--- src/rtl/replay_ctrl.sv ---
// replay_ctrl: replay buffer sequencer for an 8x16 SRAM with ack/rewind.
// Optional REPLAY_CTRL_STATS_EN enables the saturating replay_cnt counter.
module replay_ctrl #(
  parameter int DW = 16,
  parameter int AW = 3
) (
  input  logic          clk,
  input  logic          rst_n,
  input  logic          in_valid,
  output logic          in_ready,
  input  logic [DW-1:0] in_data,
  output logic          out_valid,
  input  logic          out_ready,
  output logic [DW-1:0] out_data,
  input  logic          ack,
  input  logic          replay,
  output logic [AW-1:0] sram_w_addr,
  output logic [DW-1:0] sram_din,
  output logic          sram_we,
  output logic [AW-1:0] sram_r_addr,
  output logic          sram_oe,
  input  logic [DW-1:0] sram_dout,
  output logic [AW:0]   level,
  output logic          full,
  output logic          empty,
  output logic [7:0]    replay_cnt
);

  localparam int DEPTH = 1 << AW;
  localparam logic [AW:0] ONE = (AW+1)'(1);
  localparam logic [AW:0] LVL_FULL = (AW+1)'(DEPTH);

  typedef enum logic [1:0] {
    IDLE,
    FETCH,
    CAPT,
    HOLD
  } state_t;

  state_t state, state_nx;

  logic [AW:0] wr_ptr, rd_ptr, dl_ptr, ak_ptr;
  logic [AW:0] ak_nx, pending;
  logic        push, ack_ok, deliver;

  assign level    = wr_ptr - ak_ptr;
  assign pending  = wr_ptr - rd_ptr;
  assign full     = (level == LVL_FULL);
  assign empty    = (level == '0);
  assign in_ready = !full && (state != CAPT);
  assign push     = in_valid && in_ready;

  assign sram_we     = push;
  assign sram_w_addr = wr_ptr[AW-1:0];
  assign sram_din    = push ? in_data : '0;
  assign sram_oe     = (state == CAPT);
  assign sram_r_addr = rd_ptr[AW-1:0];

  assign ack_ok  = ack && (ak_ptr != dl_ptr);
  assign ak_nx   = ack_ok ? ak_ptr + ONE : ak_ptr;
  assign deliver = (state == HOLD) && out_ready && !replay;

  // Read FSM state register
  always_ff @(posedge clk or negedge rst_n) begin
    if (!rst_n) state <= IDLE;
    else        state <= state_nx;
  end

  // Read FSM next state; replay always returns to IDLE
  always_comb begin
    state_nx = state;
    unique case (state)
      IDLE:  if (pending != '0) state_nx = FETCH;
      FETCH: state_nx = CAPT;
      CAPT:  state_nx = HOLD;
      HOLD:  if (out_ready)
               state_nx = (pending != '0) ? FETCH : IDLE;
      default: state_nx = IDLE;
    endcase
    if (replay) state_nx = IDLE;
  end

  // Pointer updates; ack lands before the replay rewind target is taken
  always_ff @(posedge clk or negedge rst_n) begin
    if (!rst_n) begin
      wr_ptr <= '0;
      rd_ptr <= '0;
      dl_ptr <= '0;
      ak_ptr <= '0;
    end else begin
      if (push) wr_ptr <= wr_ptr + ONE;
      ak_ptr <= ak_nx;
      if (replay) begin
        rd_ptr <= ak_nx;
        dl_ptr <= ak_nx;
      end else begin
        if (state == FETCH) rd_ptr <= rd_ptr + ONE;
        if (deliver)        dl_ptr <= dl_ptr + ONE;
      end
    end
  end

  // Output register: capture SRAM data in CAPT, drop on delivery or replay
  always_ff @(posedge clk or negedge rst_n) begin
    if (!rst_n) begin
      out_valid <= 1'b0;
      out_data  <= '0;
    end else if (replay) begin
      out_valid <= 1'b0;
    end else if (state == CAPT) begin
      out_valid <= 1'b1;
      out_data  <= sram_dout;
    end else if (deliver) begin
      out_valid <= 1'b0;
    end
  end

`ifdef REPLAY_CTRL_STATS_EN
  logic [7:0] rcnt;

  // Saturating count of cycles with replay asserted
  always_ff @(posedge clk or negedge rst_n) begin
    if (!rst_n)                         rcnt <= '0;
    else if (replay && rcnt != 8'hFF)   rcnt <= rcnt + 8'd1;
  end

  assign replay_cnt = rcnt;
`else
  assign replay_cnt = '0;
`endif

endmodule
--- config.mk ---
export PLATFORM = sky130hd
export DESIGN_NAME = replay_ctrl
export DESIGN_NICKNAME = d
export VERILOG_FILES = /design/src/rtl/replay_ctrl.sv
export SDC_FILE = /design/constraint.sdc
export NUM_CORES = 1
export LEC_CHECK = 0
export BUFFER_PORTS_ARGS = -buffer_cell sky130_fd_sc_hd__buf_2
export CORE_ASPECT_RATIO = 1.75
export CORE_MARGIN = 2
export CORE_UTILIZATION = 45
export DETAILED_ROUTE_END_ITERATION = 6
export HOLD_SLACK_MARGIN = 0.08
export PLACE_DENSITY_LB_ADDON = 0.2
export REMOVE_ABC_BUFFERS = 1
export SLEW_MARGIN = 10
export SYNTH_ARGS = -nofsm -noshare
export SYNTH_HDL_FRONTEND = slang
export SYNTH_SLANG_ARGS = --single-unit
--- constraint.sdc ---
create_clock -name clk -period 4.45 [get_ports clk]
set_clock_uncertainty 0.15 [all_clocks]
set_input_delay 0.89 -clock clk [delete_from_list [all_inputs] [get_ports clk]]
set_output_delay 0.89 -clock clk [all_outputs]
set_load 0.02 [all_outputs]
==> metrics.md <==
| Metric | Value |
|---|---|
| Number of nets in the layout | `337` |
| Post-synthesis cell type with the largest combined area | `sky130_fd_sc_hd__dfrtp_1` |
| Maximum buffer depth of the clock tree | `2` |
| Number of setup violations in the final report | `0` |
| Die W | `56.3 um` |
| Num ports | `94` |
| Number of DRC markers after the initial detailed-route iteration | `17` |
| Largest cells by area after synthesis | `sky130_fd_sc_hd__dfrtp_1, sky130_fd_sc_hd__mux2_2, sky130_fd_sc_hd__ha_1, sky130_fd_sc_hd__xnor2_1, sky130_fd_sc_hd__buf_4` |
| Last weighted congestion value of the routability-driven placer | `between 0.7 and 0.8` |
| Total power draw | `2.27 mW` |
| Total Die Area | `5380 um2` |
| Remaining max-slew budget at the tightest pin | `49.7%` |
| Startpoint of the worst register-to-register path | `wr_ptr[0]$_DFFE_PN0N_` |
| Capturing instance or port of the critical path | `sram_din[3]` |
| Part of the cycle the worst path needs | `83.4%` |
| Number of vias after detailed routing | `about 1.7k` |
| Final count of pins violating max slew | `0` |
| Max-cap violations | `0` |
| Number of distinct standard cells referenced by the synthesized netlist | `36` |
| Post-synthesis sequential area ratio | `about two fifths` |
| Crit Path Max Fanout | `19` |
| Post-CTS Repair Setup Buffers | `0` |
| Shortest clock period the worst path allows after layout | `3.71 ns` |
| Maximum operating frequency | `approximately 270 MHz` |
| Layout Area Growth over Synthesis | `22.1%` |
| Least-Margin Pin Slew | `0.755 ns` |
| Signal arrival time at the worst endpoint | `2.67 ns` |
| Insertion delay to the later sink of the worst-skew pair | `0.28 ns` |
| Number of global-route vias before repair | `1622` |
| Deepest level of the CTS H-tree | `2` |
| Syn Std Cell Area | `2160 um2` |
| Remaining routing DRC violations | `0` |
| Summed negative setup slack over all endpoints | `0 ns` |
| Routed wire length per instance | `13.1 um` |
| FF-to-FF End | `wr_ptr[1]$_DFFE_PN0N_` |
| Pre-Repair DR Iteration Count | `4` |
| Number of I/O port buffers | `85` |
| Most frequent cells in the layout | `sky130_fd_sc_hd__buf_2, sky130_fd_sc_hd__dfrtp_1, sky130_fd_sc_hd__and2_1` |
| Most common library cell in the layout ignoring fill and taps | `sky130_fd_sc_hd__buf_2` |
| Power density normalized to cell area | `862 nW/um2` |
| Yosys warns | `0` |
| Combined global-route utilization of all metal layers | `17.9%` |
| Count of clock tree sinks | `35` |
| IR drop worst, VDD | `0.000794 V` |
| Largest net degree at the start of global routing | `36` |
| Endpoint class of the critical path | `output pin` |
| Initial antenna violation count | `0` |
| Worst setup path startpoint | `wr_ptr[0]$_DFFE_PN0N_` |
| Post-Syn Instances | `203` |
| Class of the worst hold path | `flip-flop to flip-flop` |
| Cell at the root of the clock tree | `sky130_fd_sc_hd__clkbuf_8` |
| Clock tree from TritonCTS | `built` |
| Layout cells sized above 1 | `40.1%` |
| Antenna fix cells | `0` |
| Initial Utilization | `a little under half` |
| Detail Placement HPWL | `3530 um` |
| Static leakage | `around 1.4 nW` |
| Placement Rows | `33` |
| Clock buffers created by TritonCTS | `5` |
| First-pass GRT wire length | `roughly 7400 um` |
| Final design area excluding fillers | `2630 um2` |
| Clock transition at the register clock pins on the worst setup and hold paths after CTS | `0.07 ns` |
| Data required time of the critical path | `3.41 ns` |
| Minimum setup slack among reg-to-reg paths | `between 1.5 and 2 ns` |
| Synthesis-stage register bit count | `35` |
| Routed via count divided by cell count | `around 5.0` |
| Worst setup path category | `flip-flop to output pin` |
| Remaining global-route overflow | `0` |
| Total Wirelength | `4390 um` |
| Area share of the leading cell type in the synthesized netlist | `between 40 and 50%` |
| Result of the run | `finished clean` |
| Number of nets still failing antenna checks after routing | `0` |
| Core Footprint | `4670 um2` |
| Setup repair after global routing missed its margin | `false` |
| Mean cell area of the mapped netlist | `roughly 11 um2` |
| Instance area after placement | `~2500 um2` |
| Vertical die dimension | `95.6 um` |
| Post-CTS sizing | `0` |
| Reg2Reg Depth | `8` |
| Kind of start point of the critical path | `flip-flop` |
| Total count of hold-check failures in the final report | `0` |
| Number of hold-repair buffers added at the cts stage | `0` |
## synthesized netlist by cell type
cell	n
sky130_fd_sc_hd__mux2_2	16
sky130_fd_sc_hd__nand2_1	9
sky130_fd_sc_hd__and2_1	17
sky130_fd_sc_hd__nor3_1	2
sky130_fd_sc_hd__buf_2	1
sky130_fd_sc_hd__o311a_1	1
sky130_fd_sc_hd__a31oi_1	3
sky130_fd_sc_hd__mux2i_1	3
sky130_fd_sc_hd__nand3_1	4
sky130_fd_sc_hd__or2_1	1
sky130_fd_sc_hd__o21ai_0	4
sky130_fd_sc_hd__clkbuf_1	2
sky130_fd_sc_hd__fa_1	1
sky130_fd_sc_hd__a31oi_2	1
sky130_fd_sc_hd__xor2_1	7
sky130_fd_sc_hd__nor2_1	9
sky130_fd_sc_hd__a41oi_2	1
sky130_fd_sc_hd__o32ai_1	1
sky130_fd_sc_hd__xnor2_1	13
sky130_fd_sc_hd__nor2b_1	3
sky130_fd_sc_hd__a21boi_0	4
sky130_fd_sc_hd__buf_6	1
sky130_fd_sc_hd__mux2_4	1
sky130_fd_sc_hd__xor3_2	1
sky130_fd_sc_hd__nand2b_1	2
sky130_fd_sc_hd__conb_1	1
sky130_fd_sc_hd__and3_1	2
sky130_fd_sc_hd__dfrtp_1	35
sky130_fd_sc_hd__a21boi_4	1
sky130_fd_sc_hd__nand4_1	4
sky130_fd_sc_hd__a21o_1	1
sky130_fd_sc_hd__ha_1	14
sky130_fd_sc_hd__buf_4	15
sky130_fd_sc_hd__o41ai_1	1
sky130_fd_sc_hd__a21oi_1	8
sky130_fd_sc_hd__inv_1	13
## how the worst min path moves through the flow
| stage | from | end | slack (ns) | cells past startpoint |
|---|---|---|---|---|
| 4_1_cts | out_data[3]$_DFFE_PN0P_ | out_data[3]$_DFFE_PN0P_ | 0.36 | 1 |
| 3_3_place_gp | out_data[3]$_DFFE_PN0P_ | out_data[3]$_DFFE_PN0P_ | 0.33 | 1 |
| 6_report | out_data[3]$_DFFE_PN0P_ | out_data[3]$_DFFE_PN0P_ | 0.35 | 1 |
| 2_1_floorplan | wr_ptr[3]$_DFFE_PN0N_ | wr_ptr[3]$_DFFE_PN0N_ | 0.38 | 2 |
| 3_5_place_dp | out_data[0]$_DFFE_PN0P_ | out_data[0]$_DFFE_PN0P_ | 0.34 | 1 |
| 5_1_grt | out_data[11]$_DFFE_PN0P_ | out_data[11]$_DFFE_PN0P_ | 0.37 | 1 |
## stage by stage
stage / hold WS [ns] / utilization [%] / setup slack (ns) / std cells
final: 0.350 / 56.4 / 0.739 / 336
after global routing: 0.373 / 56.4 / 0.484 / 336
after CTS: 0.356 / 56.4 / 0.687 / 336
after detailed placement: 0.340 / 54.5 / 1.03 / 329
after global placement: 0.333 / 54.5 / 1.07 / 329
after floorplan: 0.375 / - / 0.852 / 191
## report_power, final
group	leakage [nW]	internal, mW	switching, mW
registers	0.412	0.476	0.146
clock network	0.0470	0.121	0.108
logic	0.907	0.589	0.828
total	1.37	1.19	1.08
## registers in the layout, summed over array words and instances (netlist names)
signal     count
out_data      16
ak_ptr         4
dl_ptr         4
rd_ptr         4
wr_ptr         4
state          2
out_valid      1
## routing by layer
| layer | global-route usage (%) | vias up | wire length (um) |
|---|---|---|---|
| li1 | - | 823 | - |
| met4 | 7.14 | 0 | 61 |
| met2 | 33.0 | 55 | 2410 |
| met3 | 4.21 | 6 | 232 |
| met5 | 0 | - | 0 |
| met1 | 19.5 | 783 | 1690 |
## cell families after synthesis
group | count (synthesis) | share of synthesized area, %
buffers and inverters | 32 | 8.59
AO/OA/AOI/OAI | 26 | 8.88
adder cells (fa/ha/maj) | 15 | 9.05
multiplexers | 20 | 10.4
AND/OR/NAND/NOR | 53 | 12.9
other | 1 | 0.174
flip-flops | 35 | 40.6
XOR/XNOR | 21 | 9.29
## critical path, stage by stage, from the launching register on
cell	delay (ns)
sky130_fd_sc_hd__dfrtp_1	0.42
sky130_fd_sc_hd__inv_1	0.15
sky130_fd_sc_hd__ha_1	0.16
sky130_fd_sc_hd__inv_1	0.07
sky130_fd_sc_hd__fa_1	0.39
sky130_fd_sc_hd__xor2_1	0.28
sky130_fd_sc_hd__nor2_1	0.18
sky130_fd_sc_hd__a21boi_4	0.39
sky130_fd_sc_hd__and2_1	0.19
sky130_fd_sc_hd__buf_2	0.17
## area by class of cell
type	instances	area (um2)
clock buffer	6	82.6
clock inverter	1	5.00
fill	465	2030
inverter	13	48.8
multi-input combinational	143	1120
sequential	35	876
tap	52	65.1
timing repair buffer	86	433
(Power assumes the default switching activity.)
